**src/rtl/vga_fb_arbiter.sv**
```systemverilog
// Framebuffer port arbiter: display fetch has strict priority, writer goes through a 1-entry buffer.
// Optional VGA_FB_ARB_STATS_EN adds write/stall statistics counters.
module vga_fb_arbiter #(
   parameter int unsigned ADDR_W   = 17,
   parameter int unsigned DATA_W   = 12,
   parameter int unsigned MAX_WAIT = 64
) (
   input  logic              sys_clk,
   input  logic              sys_rst,
   input  logic              disp_req,
   input  logic [ADDR_W-1:0] disp_addr,
   output logic [DATA_W-1:0] disp_rdata,
   output logic              disp_valid,
   input  logic              wr_req,
   input  logic [ADDR_W-1:0] wr_addr,
   input  logic [DATA_W-1:0] wr_data,
   output logic              wr_ack,
   output logic              wr_starved,
   output logic [ADDR_W-1:0] mem_addr,
   output logic [DATA_W-1:0] mem_wdata,
   output logic              mem_we,
   input  logic [DATA_W-1:0] mem_rdata
`ifdef VGA_FB_ARB_STATS_EN
   ,
   output logic [31:0]       stat_wr_cnt,
   output logic [31:0]       stat_stall_cnt
`endif
);

   localparam int unsigned CntW = $clog2(MAX_WAIT + 1);

   typedef enum logic [1:0] {StIdle, StRd, StWr} state_t;

   state_t              r_state;
   state_t              w_state_next;
   logic [ADDR_W-1:0]   r_stage_addr;
   logic [DATA_W-1:0]   r_stage_data;
   logic                r_full;
   logic [ADDR_W-1:0]   r_buf_addr;
   logic [DATA_W-1:0]   r_buf_data;
   logic                r_ack;
   logic [1:0]          r_rv;
   logic [CntW-1:0]     r_wait;
   logic                w_issue;
   logic                w_stall;
   logic                w_accept;

   always_comb begin
      w_issue      = r_full && !disp_req;
      w_stall      = r_full && disp_req;
      // r_ack blocks a second capture of a request the writer has not yet dropped
      w_accept     = wr_req && !r_ack && (!r_full || w_issue);
      w_state_next = StIdle;
      if (disp_req) begin
         w_state_next = StRd;
      end else if (r_full) begin
         w_state_next = StWr;
      end
   end

   always_ff @(posedge sys_clk) begin
      if (sys_rst) begin
         r_state      <= StIdle;
         r_stage_addr <= '0;
         r_stage_data <= '0;
         r_full       <= 1'b0;
         r_buf_addr   <= '0;
         r_buf_data   <= '0;
         r_ack        <= 1'b0;
         r_rv         <= '0;
         r_wait       <= '0;
         mem_addr     <= '0;
         mem_wdata    <= '0;
         mem_we       <= 1'b0;
         disp_valid   <= 1'b0;
         disp_rdata   <= '0;
      end else begin
         r_state      <= w_state_next;
         r_stage_addr <= disp_req ? disp_addr : r_buf_addr;
         r_stage_data <= r_buf_data;

         unique case (r_state)
            StRd: begin
               mem_addr <= r_stage_addr;
               mem_we   <= 1'b0;
            end
            StWr: begin
               mem_addr  <= r_stage_addr;
               mem_wdata <= r_stage_data;
               mem_we    <= 1'b1;
            end
            default: mem_we <= 1'b0;
         endcase

         // Two stages: RAM address register, then RAM output register
         r_rv       <= {r_rv[0], r_state == StRd};
         disp_valid <= r_rv[1];
         if (r_rv[1]) begin
            disp_rdata <= mem_rdata;
         end

         if (w_accept) begin
            r_full     <= 1'b1;
            r_buf_addr <= wr_addr;
            r_buf_data <= wr_data;
         end else if (w_issue) begin
            r_full <= 1'b0;
         end
         r_ack <= w_accept;

         if (w_issue) begin
            r_wait <= '0;
         end else if (w_stall && (r_wait != CntW'(MAX_WAIT))) begin
            r_wait <= r_wait + CntW'(1);
         end
      end
   end

   assign wr_ack     = r_ack;
   assign wr_starved = (r_wait == CntW'(MAX_WAIT));

`ifdef VGA_FB_ARB_STATS_EN
   always_ff @(posedge sys_clk) begin
      if (sys_rst) begin
         stat_wr_cnt    <= '0;
         stat_stall_cnt <= '0;
      end else begin
         if (r_state == StWr) begin
            stat_wr_cnt <= stat_wr_cnt + 32'd1;
         end
         if (w_stall) begin
            stat_stall_cnt <= stat_stall_cnt + 32'd1;
         end
      end
   end
`endif

endmodule
```
**config.mk**
```make
export PLATFORM = sky130hd
export DESIGN_NAME = vga_fb_arbiter
export DESIGN_NICKNAME = d
export VERILOG_FILES = /design/src/rtl/vga_fb_arbiter.sv
export SDC_FILE = /design/constraint.sdc
export NUM_CORES = 1
export LEC_CHECK = 0
export BUFFER_PORTS_ARGS = -buffer_cell sky130_fd_sc_hd__buf_2
export CAP_MARGIN = 20
export CORE_MARGIN = 1
export CORE_UTILIZATION = 35
export DETAILED_ROUTE_END_ITERATION = 10
export MAX_ROUTING_LAYER = met4
export PLACE_DENSITY = 0.65
export SYNTH_ARGS = -nofsm -noshare
export SYNTH_HDL_FRONTEND = slang
export SYNTH_SLANG_ARGS = --single-unit
```
**constraint.sdc**
```tcl
create_clock -name sys_clk -period 1.3 [get_ports sys_clk]
set_clock_uncertainty 0.05 [all_clocks]
set_input_delay 0.195 -clock sys_clk [delete_from_list [all_inputs] [get_ports sys_clk]]
set_output_delay 0.195 -clock sys_clk [all_outputs]
set_load 0.03 [all_outputs]
```
# Word-level counts from Yosys, hierarchy flattened
# Index checks and enable logic that the tools add are counted.
[totals] regBits=114 inputBits=62 out_inout_bits=45 elab_cells=39
[classes] add_sub_neg=1 eq_ne=4 muxes=6 n_reduce_logical=13
[ops] op="$mux W17" count=1
[ops] op="$add A7 B1 Y7 const B" count=1
[ops] op="$eq A7 B7 Y1 const B" count=1
[ops] op="$ne A7 B7 Y1 const B" count=1
[ops] op="$reduce_or A2 Y1" count=3
[ops] op="$logic_and A1 B1 Y1" count=5
[ops] op="$mux W1" count=4
[ops] op="$logic_not A1 Y1" count=3
[ops] op="$eq A2 B1 Y1 const B" count=1
[ops] op="$eq A2 B2 Y1 const B" count=1
[ops] op="$mux W2" count=1
[ops] op="$reduce_bool A2 Y1" count=1
[ops] op="$logic_or A1 B1 Y1" count=1

# Depth between registers and ports, before layout
# Gate-level depths: netlist of run 1.
[logic_depth] word_depth=5 mapped_depth=6 ltp_nobuf=5

# Worst setup path before layout of run 1
# No wires, ideal clock.
[synth_path] kind="reg-to-reg" start="register r_state[0]" end="register mem_addr[10]" setup_ps=128 t_arrival_ps=1259 required_ps=1122 path_slack_ps=-136 stages_incl_launch_ff=7 n_path_buf=2 synth_period_minus_slack_ps=1436 cell_sequence="dfxtp_1 -> inv_1 -> ha_1 -> buf_2 -> buf_4 -> mux2i_1 -> nor2_1"
[synth_via] elab_chain_len=2 elab_cells_between_ends=3 classes_between="eq/ne (2); reduce/logical (1)"
[synth_lines] item="start, declared" line_no="34" source="state_t r_state;"
[synth_lines] item="start signal, assigned" line_no="63" source="r_state <= StIdle;"
[synth_lines] item="start signal, assigned" line_no="78" source="r_state <= w_state_next;"
[synth_lines] item="$eq A2 B1 Y1 or $eq A2 B2 Y1 (tied branches)" line_no="82" source="unique case (r_state)"
[synth_lines] item="$reduce_or A2 Y1 (no line) (*)"
[synth_lines] item="end signal, assigned" line_no="84" source="mem_addr <= r_stage_addr;"
[synth_lines] item="end signal, assigned" line_no="88" source="mem_addr <= r_stage_addr;"
[synth_lines] item="end, declared" line_no="19" source="output logic [ADDR_W-1:0] mem_addr,"
# Every way passes the cells marked *; elsewhere a longest branch is shown, timed or not.
# A chain may end at the register's enable or synchronous reset.

# Final worst setup path of run 1
[layout_path] start="register r_wait[1]" end="output wr_starved"
[layout_via] elab_chain_len=1
[layout_lines] item="start, declared" line_no="43" source="logic [CntW-1:0] r_wait;"
[layout_lines] item="start signal, assigned" line_no="114" source="r_wait <= r_wait + CntW'(1);"
[layout_lines] item="$eq A7 B7 Y1" line_no="120" source="assign wr_starved = (r_wait == CntW'(MAX_WAIT));"
[layout_lines] item="end, declared" line_no="18" source="output logic wr_starved,"
# Every way passes these cells.

==> reports/metrics.cfg, run 1 <==
[clock_tree]
max-clock-path-buffers=2
clk_pin_slew_ps=50
htreeDepth=4
cts-root-buf=clkbuf_16
cts.sink_count=114
cts_made_buffers=17
clk_latency_ps=400
cts_tree=yes

[critical_path]
required_ps=1050
path_cells=inv_2 > ha_4 > nor2b_4 > and4_1 > buf_6
critPathSlowestCell=dfxtp_2
cp-start-kind=flop
slowest_delay_ps=320
end_kind=primary output
path_class=flop to primary output
worstPathArrival_ps=1370
crit_fanout=2

[final_layout]
seqCellArea_um2=2290
area_delta_synth_final_pct=44.1
multi_input_area_um2=1690
final_cell_mix=dfxtp_1 (110), buf_2 (104), nor2_1 (60), mux2i_1 (60), dlygate4sd3_1 (35)
n_antenna_cell=0
nFillCells=1044
mostFrequentLayoutCell=dfxtp_1
final_cells=716
fin_nets=629
drive_above_1_share=0.297
design_area_um2=5870

[die]
fp.dieArea_um2=12100
pin_count=107
fp.dieW_um=110
core_area_um2=11400
initial_core_util=0.358
rows=39
die_y_um=110

[hold_path]
hold_path.class=primary input to flop

[placement]
hpwl_um=6380
gp_congestion=0.732
placement.io_buffers=106
dp_cells=648
post_dp_cell_area_um2=4840

[logic_synthesis]
synth_nets=481
ys_ff_latch=114
ys_warn_count=0
syn_area_um2=4070
ys_seq_area_frac=0.561
yosysUniqueCellTypes=23
synthCells=415
syn_avg_cell_area_um2=9.81

[timing]
rsz0062_at_grt=true
max_freq_ghz=0.618
maxSlewViolCount=0
holdWs_ps=3.52
hold_violations=0
slew_headroom=0.768
period_needed_ps=1620
tightest_slew_ps=344
setup_slack_ps=-318
finalSetupViolations=4
finalCritPeriodShare=1.24

[pwr]
pwr-share-seq=0.427
pwr-share-comb=0.090
power_frac_clock=0.482
p_per_area_nw_per_um2=1480
leakage_nw=2.59
switching_share=0.221
internal-power_mw=6.75
irDropWorstVdd_mv=0.747
power.switching_mw=1.91

[flow_run]
cap_violations=0

[detailed_routing]
dr.pass1.iters=4
vias=3351
drt-total-wl_um=9920
drc_errors=0
drtAntennaViolNets=0
wl_per_cell_um=13.9
viasPerCell=4.68
drt_iter0_drc=168

[global_route]
track_usage=0.176
grt_overflow=0
grt_max_degree=47
grt_pass1_vias=3250
antenna_found_initial=0
grt_pass1_wl_um=15200

[status]
failed_checks=setup timing
status=finished with violations

-- per-layer routing --
metal	part of all wire	GRT usage	up-vias
met3	0.050	0.0551	8
met2	0.48	0.277	84
li1	-	-	1706
met4	0.013	0.0800	0
met5	0	-	-
met1	0.46	0.203	1553
-- repair_timing --
action                                 in CTS  in global routing
resized for setup                          17                  8
setup endpoints to repair                  16                 43
cloned                                      1                  0
setup buffers                               3                  0
endpoints found under the hold margin      35                  0
pin swaps                                   8                  4
hold buffers                               35                  0
-- cells in the mapped netlist --
| master | count | share of area |
|---|---|---|
| nand4_1 | 2 | 0.0031 |
| buf_4 | 4 | 0.0074 |
| clkbuf_2 | 2 | 0.0025 |
| mux2i_1 | 60 | 0.15 |
| o21ai_1 | 4 | 0.0049 |
| o21ai_0 | 29 | 0.036 |
| and2_1 | 1 | 0.0015 |
| nand3_1 | 35 | 0.043 |
| buf_2 | 11 | 0.014 |
| nor3_1 | 1 | 0.0012 |
| nor2b_1 | 19 | 0.029 |
| ha_1 | 4 | 0.012 |
| dfxtp_1 | 114 | 0.56 |
| nand2_1 | 4 | 0.0037 |
| or3_1 | 4 | 0.0061 |
| a21oi_1 | 35 | 0.043 |
| nand2b_1 | 2 | 0.0031 |
| a41oi_1 | 1 | 0.0022 |
| a311o_1 | 1 | 0.0025 |
| inv_1 | 6 | 0.0055 |
| nor2_1 | 60 | 0.055 |
| and4_1 | 1 | 0.0022 |
| clkbuf_1 | 15 | 0.014 |
-- power groups by stage --
| stage | combinational [mW] | sequential [mW] | clock [mW] |
|---|---|---|---|
| after CTS | 0.781 | 3.70 | 4.26 |
| after global placement | 0.650 | 3.76 | 0 |
| after floorplan | 0.358 | 3.81 | 0 |
| after global routing | 0.860 | 3.71 | 4.43 |
| after detailed placement | 0.663 | 3.77 | 0 |
| final | 0.782 | 3.70 | 4.18 |
-- layout make-up --
| type | instances | area share |
|---|---|---|
| Clock buffer | 22 | 0.0808 |
| Clock inverter | 7 | 0.0102 |
| Inverter | 6 | 0.00384 |
| Multi-Input combinational cell | 263 | 0.288 |
| Sequential cell | 114 | 0.390 |
| Tap cell | 143 | 0.0305 |
| Timing Repair Buffer | 161 | 0.196 |
-- metrics by stage --
step                      setup TNS (ps)  setup WS, ps  utilization  power, mW
after CTS                           -579          -303        0.514       8.73
after global routing                -931          -347        0.516       9.00
after global placement              -110         -46.8        0.426       4.41
final                               -621          -318        0.516       8.66
after floorplan                    -57.5         -28.8            -       4.16
after detailed placement            -416          -121        0.426       4.43
-- flip-flops by register name (all words and copies together) (netlist names) --
signal,flops
mem_we,1
disp_valid,1
r_buf_addr,17
r_stage_addr,17
mem_wdata,12
r_buf_data,12
r_full,1
disp_rdata,12
r_stage_data,12
r_state,2
r_rv,2
wr_ack,1
mem_addr,17
r_wait,7
-- critical path: cells and delay by family, from the launching register on --
| kind | cells | cell delay, ps |
|---|---|---|
| and+or+nand+nor | 2 | 330 |
| DFF | 1 | 320 |
| buffers and inverters | 2 | 200 |
| adders and majority gates | 1 | 130 |
-- cell families (layout without fill, tap and decap cells) --
logic type | after synthesis | after routing | synth area share
adders and majority gates | 4 | 4 | 0.0123
buffers and inverters | 38 | 196 | 0.0427
muxes | 60 | 60 | 0.148
and+or+nand+nor | 129 | 129 | 0.148
AOI/OAI and AO/OA | 70 | 70 | 0.0882
DFF | 114 | 114 | 0.561
-- worst paths after layout --
check	from	end	slack, ps	cells past startpoint
max reg2reg	r_wait[1]	r_wait[1]	-150	6
max	r_wait[1]	wr_starved	-320	5
min	disp_addr[8]	r_stage_addr[8]	4	3
min reg2reg	r_rv[0]	r_rv[1]	400	1
Note: power is estimated with default switching activity, not from simulation.
==> run 2: changes to the inputs <==
--- a/config.mk
+++ b/config.mk
@@ -9,6 +9,7 @@
 export CAP_MARGIN = 20
 export CORE_MARGIN = 1
 export CORE_UTILIZATION = 35
+export CTS_BUF_LIST = sky130_fd_sc_hd__clkbuf_8
 export DETAILED_ROUTE_END_ITERATION = 10
 export MAX_ROUTING_LAYER = met4
 export PLACE_DENSITY = 0.65
==> run 2 against run 1 <==
  * The run still ends with setup timing left
  * Largest power group is now registers
  * Combinational power increased by 7.0%
  * Non-clock buffer count increased by 22
  * Sequential cell count unchanged
  * Highest routed layer unchanged
  * Fmax down 0.36%
==> reports/metrics.cfg, run 2 (synthesis gave the netlist of run 1 again) <==
[hold_path]
holdCritStartpoint=wr_addr[5]
hold_path.class=primary input to flop

[timing]
max_freq_ghz=0.616  ; -0.36%
finalCritPeriodShare=1.25  ; +0.00448
setup_slack_ps=-324  ; -5.82 ps
finalSetupViolations=5  ; +1
hold_violations=0  ; unchanged
slew_headroom=0.770  ; +0.00230
maxSlewViolCount=0  ; unchanged
tightest_slew_ps=340  ; -3.41 ps
rsz0062_at_grt=true
tns_ps=-955  ; -334 ps
period_needed_ps=1620  ; +5.82 ps

[clock_tree]
clk_pin_slew_ps=60  ; about the same
cts_made_buffers=17  ; unchanged
cts-root-buf=clkbuf_8
cts.sink_count=114  ; unchanged
cts_tree=yes
clk_latency_ps=410  ; about the same
htreeDepth=4  ; unchanged
max-clock-path-buffers=2  ; unchanged

[detailed_routing]
drtAntennaViolNets=0  ; unchanged
drt_iter0_drc=182  ; +8.3%
dr.pass1.iters=4  ; unchanged
wl_per_cell_um=13.8  ; -0.45%
drt-total-wl_um=10200  ; +2.6%
met2WireLength_um=4860  ; +2.0%
viasPerCell=4.68  ; about the same
drc_errors=0  ; unchanged
dr_wl_met3_um=476  ; -3.4%
wirelength_met1_um=4650  ; +2.4%
vias=3456  ; +3.1%
top_layer=met4

[pwr]
p_per_area_nw_per_um2=1260  ; -15%
leakage_nw=2.60  ; +0.39%
irDropWorstVdd_mv=0.529  ; -29%
power_mw=7.41  ; -14%

[global_route]
grt_overflow=0  ; unchanged
grt_max_degree=47  ; unchanged
track_usage=0.182  ; +0.00680
grt_pass1_vias=3392  ; +4.4%
antenna_found_initial=0  ; unchanged
grt_pass1_wl_um=15800  ; +3.9%

[final_layout]
design_area_um2=5890  ; +0.49%
n_antenna_cell=0  ; unchanged
reg.largest.list=mem_addr x17, r_buf_addr x17, r_stage_addr x17
seqCellArea_um2=2290  ; unchanged
area_delta_synth_final_pct=44.8
drive_above_1_share=0.287  ; -0.00929
final_cell_mix=dfxtp_1 (110), buf_2 (103), nor2_1 (60), mux2i_1 (60), dlygate4sd3_1 (56)
final_cells=738  ; +3.1%
nFillCells=1034  ; -0.96%
fin_util=0.518  ; +0.00253
mostFrequentLayoutCell=dfxtp_1
multi_input_area_um2=1690  ; unchanged
fin_nets=651  ; +3.5%

[critical_path]
reg2reg_from=r_wait[1]
required_ps=1050  ; about the same
crit_buf_inv=2  ; unchanged
worstPathArrival_ps=1380  ; about the same
critPathSlowestCell=dfxtp_2
end_kind=primary output
crit_fanout=2  ; unchanged
slowest_delay_ps=330  ; about the same
cp-start-kind=flop
crit_family=flip-flops
path_class=flop to primary output
path_cells=inv_2 > ha_4 > nor2b_4 > and4_1 > buf_6
critPathLaunch=r_wait[1]

[die]
initial_core_util=0.358  ; unchanged
die_y_um=110  ; unchanged
pin_count=107  ; unchanged
fp.dieW_um=110  ; unchanged
fp.dieArea_um2=12100  ; unchanged
core_area_um2=11400  ; unchanged
rows=39  ; unchanged

[placement]
hpwl_um=6380  ; unchanged
post_dp_cell_area_um2=4840  ; unchanged
gp_congestion=0.732  ; unchanged
dp_cells=648  ; unchanged
placement.io_buffers=106  ; unchanged

[status]
status=finished with violations
failed_checks=setup timing

[flow_run]
cap_violations=0  ; unchanged

[run 2: power breakdown]
group / switching [mW] / total (mW) / internal (mW) / leakage, nW
Sequential: 0.0589 / 3.69 / 3.63 / 0.931
Combinational: 0.407 / 0.837 / 0.431 / 1.48
Clock: 1.28 / 2.88 / 1.59 / 0.192
[run 2: per-stage QoR]
stage          setup slack (ps)  hold WS (ps)
2_1_floorplan             -28.8           292
3_3_place_gp              -46.8           380
3_5_place_dp               -121           390
4_1_cts                    -334          2.47
5_1_grt                    -378          8.23
6_report                   -324          30.4
[run 2: final timing paths]
| check | slack (ps) | cells past startpoint | end |
|---|---|---|---|
| setup / recovery | -320 | 5 | wr_starved |
| hold / removal | 30 | 3 | r_buf_addr[5] |
| setup reg to reg | -270 | 7 | r_wait[1] |
| hold reg to reg | 390 | 1 | r_rv[1] |
[run 2: routing by layer]
layer,track usage,up-vias
li1,-,1750
met1,0.209,1599
met2,0.286,90
met3,0.0551,17
met4,0.0971,0
met5,-,-
[run 2: cell type report]
cell class | instances | share of cell area
clock buffers | 20 | 0.0467
clock inverters | 9 | 0.0115
multi-input cells | 263 | 0.287
well taps | 143 | 0.0304
flip-flops and latches | 114 | 0.388
inverters | 6 | 0.00382
repair buffers | 183 | 0.233
[run 2: worst register-to-register path, delay by kind of cell (launching register included)]
family                     cells  cell delay (ps)
muxes                          1              220
DFF                            1              340
and+or+nand+nor                1              120
adders and majority gates      1              150
AOI/OAI and AO/OA              1              330
buffers and inverters          3              300
[run 2: timing repair]
action,4_1_cts,5_1_grt
buffers inserted,3,1
gates cloned,1,0
endpoints found under the setup margin,19,33
gates resized for setup,18,8
hold endpoints to repair,56,0
hold buffers,56,0
pin swaps,8,4
==> run 3: changes to the inputs <==
--- a/config.mk
+++ b/config.mk
@@ -5,8 +5,9 @@
 export SDC_FILE = /design/constraint.sdc
 export NUM_CORES = 1
 export LEC_CHECK = 0
+export ABC_AREA = 1
 export BUFFER_PORTS_ARGS = -buffer_cell sky130_fd_sc_hd__buf_2
-export CAP_MARGIN = 20
+export CAP_MARGIN = 10
 export CORE_MARGIN = 1
 export CORE_UTILIZATION = 35
 export CTS_BUF_LIST = sky130_fd_sc_hd__clkbuf_8
==> run 3 against run 2 <==
  * The flow still finishes with violations (setup timing)
  * Worst setup slack improved by 71 ps
  * Sequential power rose by 3%
  * Synthesized cell count rose by 16%
  * Final area rose by 2.1%
  * Non-clock buffer count rose by 8
  * Utilization rose by 2.5 points
  * Power rose by 14%
  * Largest cell class unchanged
  * Routed wire length fell by 4.8%
==> reports/metrics.cfg, run 3 <==
[logic_synthesis]
yosysUniqueCellTypes=28  ; +22%
synthTopCellsByCount=nor2_1 (136), dfxtp_1 (114), o21ai_0 (53)
synth_compound_area_frac=0.110  ; +0.0219
synth_xor_area_frac=0.00216  ; +0.00216
ys_warn_count=0  ; unchanged
muxShareOfSynthArea=0  ; -0.148
syn_area_um2=4060  ; -0.31%
yosys.area_share.simple=0.236  ; +0.0877
ys_ff_latch=114  ; unchanged
synth_top_family_by_area=simple AND/OR/NAND/NOR gates
synthArstFlopShare=0  ; unchanged
syn_avg_cell_area_um2=8.42  ; -14%
synth_edf_count=0  ; unchanged
ys_seq_area_frac=0.562  ; +0.00173
yosysTopAreaCell=dfxtp_1
netlist.area_leader.share=0.562  ; +0.00173
synth_ff_type=dfxtp_1
synthCells=482  ; +16%
synthAdderAreaFrac=0.0123  ; +0.0000379
ys_top_cells_by_area=dfxtp_1 (56%), nor2_1 (13%), o21ai_0 (6.5%)
synth_nets=548  ; +14%
yosys.cell_count.top_type=nor2_1

[timing]
finalSetupViolations=8  ; +3
tightest_slew_ps=431  ; +90.8 ps
max_freq_ghz=0.644  ; +4.5%
setup_slack_ps=-253  ; +70.6 ps
period_needed_ps=1550  ; -70.6 ps
hold_violations=0  ; unchanged
slew_headroom=0.713  ; -0.0575
holdWs_ps=13.7  ; -16.7 ps
maxSlewViolCount=0  ; unchanged
finalCritPeriodShare=1.19  ; -0.0543
rsz0062_at_grt=true
tns_ps=-749  ; +206 ps

[global_route]
grt_util_met3=0.0415  ; -0.0136
antenna_found_initial=0  ; unchanged
grt.busiest_layer=met2
grt_max_degree=44  ; -6.4%
grt_overflow=0  ; unchanged
grt_use_met2=0.277  ; -0.00898
grt_pass1_wl_um=15200  ; -3.9%
grt_pass1_vias=3316  ; -2.2%
grtUsageMet1=0.194  ; -0.0146
track_usage=0.171  ; -0.0112

[die]
fp.dieW_um=110  ; -0.15%
pin_count=107  ; unchanged
die_y_um=110  ; -0.15%
rows=38  ; -2.6%
core_area_um2=11100  ; -2.6%
fp.dieArea_um2=12000  ; -0.30%
initial_core_util=0.366  ; +0.00829

[final_layout]
seqCellArea_um2=2280  ; -0.11%
nFillCells=983  ; -4.9%
fin_nets=734  ; +13%
reg.largest.list=mem_addr x17, r_buf_addr x17, r_stage_addr x17
area_delta_synth_final_pct=48.3
drive_above_1_share=0.300  ; +0.0122
final_cell_mix=nor2_1 (136), dfxtp_1 (112), buf_2 (105)
mostFrequentLayoutCell=nor2_1
multi_input_area_um2=1590  ; -6.2%
design_area_um2=6020  ; +2.1%
n_antenna_cell=0  ; unchanged

[clock_tree]
cts_made_buffers=17  ; unchanged
htreeDepth=4  ; unchanged
clk_latency_ps=420  ; about the same
clk_pin_slew_ps=70  ; about the same
cts_tree=yes
max-clock-path-buffers=2  ; unchanged
cts.sink_count=114  ; unchanged
cts-root-buf=clkbuf_8

[critical_path]
path_common_cell=inv_2
r2r_slack_ps=-100  ; +170 ps
required_ps=1050  ; about the same
path_class=flop to primary output
slowest_delay_ps=330  ; about the same
end_kind=primary output
critPathSlowestCell=dfxtp_2
crit_fanout=2  ; unchanged
path_cells=inv_2 > ha_4 > inv_2 > nor2_4 > nand3_4 > inv_2 > buf_6
worstPathArrival_ps=1310  ; -70 ps
cp-start-kind=flop

[detailed_routing]
dr.pass1.iters=4  ; unchanged
drt_iter0_drc=159  ; -13%
wl_per_cell_um=11.8  ; -14%
viasPerCell=4.43  ; -5.4%
drt-total-wl_um=9700  ; -4.8%
drc_errors=0  ; unchanged
drtAntennaViolNets=0  ; unchanged
vias=3636  ; +5.2%

[placement]
placement.io_buffers=106  ; unchanged
hpwl_um=6260  ; -1.9%
gp_congestion=0.829  ; +13%
dpl_worst_slack_ps=-6.45  ; +115 ps
post_dp_cell_area_um2=4760  ; -1.7%

[pwr]
power_mw=8.43  ; +14%
pwr-share-seq=0.451  ; -0.048
irDropWorstVdd_mv=0.908  ; +71%
p_per_area_nw_per_um2=1400  ; +12%
pwr-share-comb=0.119  ; +0.006
power.switching_mw=2.07  ; +19%
leakage_nw=2.87  ; +10%
switching_share=0.246  ; +0.00994
power_frac_clock=0.431  ; +0.043
internal-power_mw=6.36  ; +12%

[status]
failed_checks=setup timing
status=finished with violations

[hold_path]
hold_path.class=primary input to flop

[flow_run]
cap_violations=0  ; unchanged

[run 3: cell types whose count changed after synthesis, sizes merged, moves of 2 or more]
cell,before,now
a21oi,35,7
clkbuf,17,8
inv,6,35
mux2i,60,0
nand2,4,52
nand2b,2,0
nand3,35,27
nor2,60,143
nor2b,19,0
o21ai,33,59
o22a,0,12
or3,4,0
[run 3: stage by stage]
| step | std cells | util |
|---|---|---|
| after detailed placement | 722 | 0.430 |
| after global placement | 722 | 0.430 |
| final | 821 | 0.543 |
| after CTS | 819 | 0.531 |
| after floorplan | 482 | - |
| after global routing | 821 | 0.543 |
[run 3: per-layer routing]
layer	wire length (um)	vias up
met4	325	0
li1	-	1908
met1	4450	1615
met2	4620	82
met5	0	-
met3	306	31
[run 3: area by class of cell]
cell class | instances | share of cell area
inverters | 36 | 0.0229
repair buffers | 191 | 0.231
flip-flops and latches | 114 | 0.380
clock buffers | 19 | 0.0435
well taps | 140 | 0.0291
clock inverters | 13 | 0.0304
multi-input cells | 308 | 0.264
[run 3: final timing paths]
kind,startpoint,endpoint,depth (start not counted)
min,wr_addr[5],r_buf_addr[5],3
max,r_wait[0],wr_starved,7
min reg2reg,r_rv[0],r_rv[1],2
max reg2reg,r_wait[0],r_wait[0],10
[run 3: cell families (layout without fill, tap and decap cells)]
kind of cell	count (synthesis)	count (layout)
adders and majority gates	4	4
DFF	114	114
xor gates and xnor gates	1	1
and+or+nand+nor	225	225
buffers and inverters	60	259
AOI/OAI and AO/OA	78	78
[run 3: repair_timing]
item / 4_1_cts / 5_1_grt
hold buffers: 58 / 0
setup buffers: 10 / 3
hold endpoints to repair: 58 / 0
setup endpoints to repair: 4 / 36
gates resized for setup: 15 / 25
gates cloned: 0 / 0
pin swaps: 6 / 8
[run 3: critical path: cells and delay by family (launching register included)]
kind,cells,cell delay (ps)
and+or+nand+nor,2,160
buffers and inverters,4,290
adders and majority gates,1,130
DFF,1,330
[run 3: power by group through the flow]
stage | Sequential (mW) | Clock, mW | Combinational [mW]
final | 3.80 | 3.63 | 1.00
after global placement | 3.87 | 0 | 0.794
after detailed placement | 3.88 | 0 | 0.816
after global routing | 3.82 | 3.88 | 1.11
after floorplan | 4.01 | 0 | 0.412
after CTS | 3.80 | 3.72 | 0.975
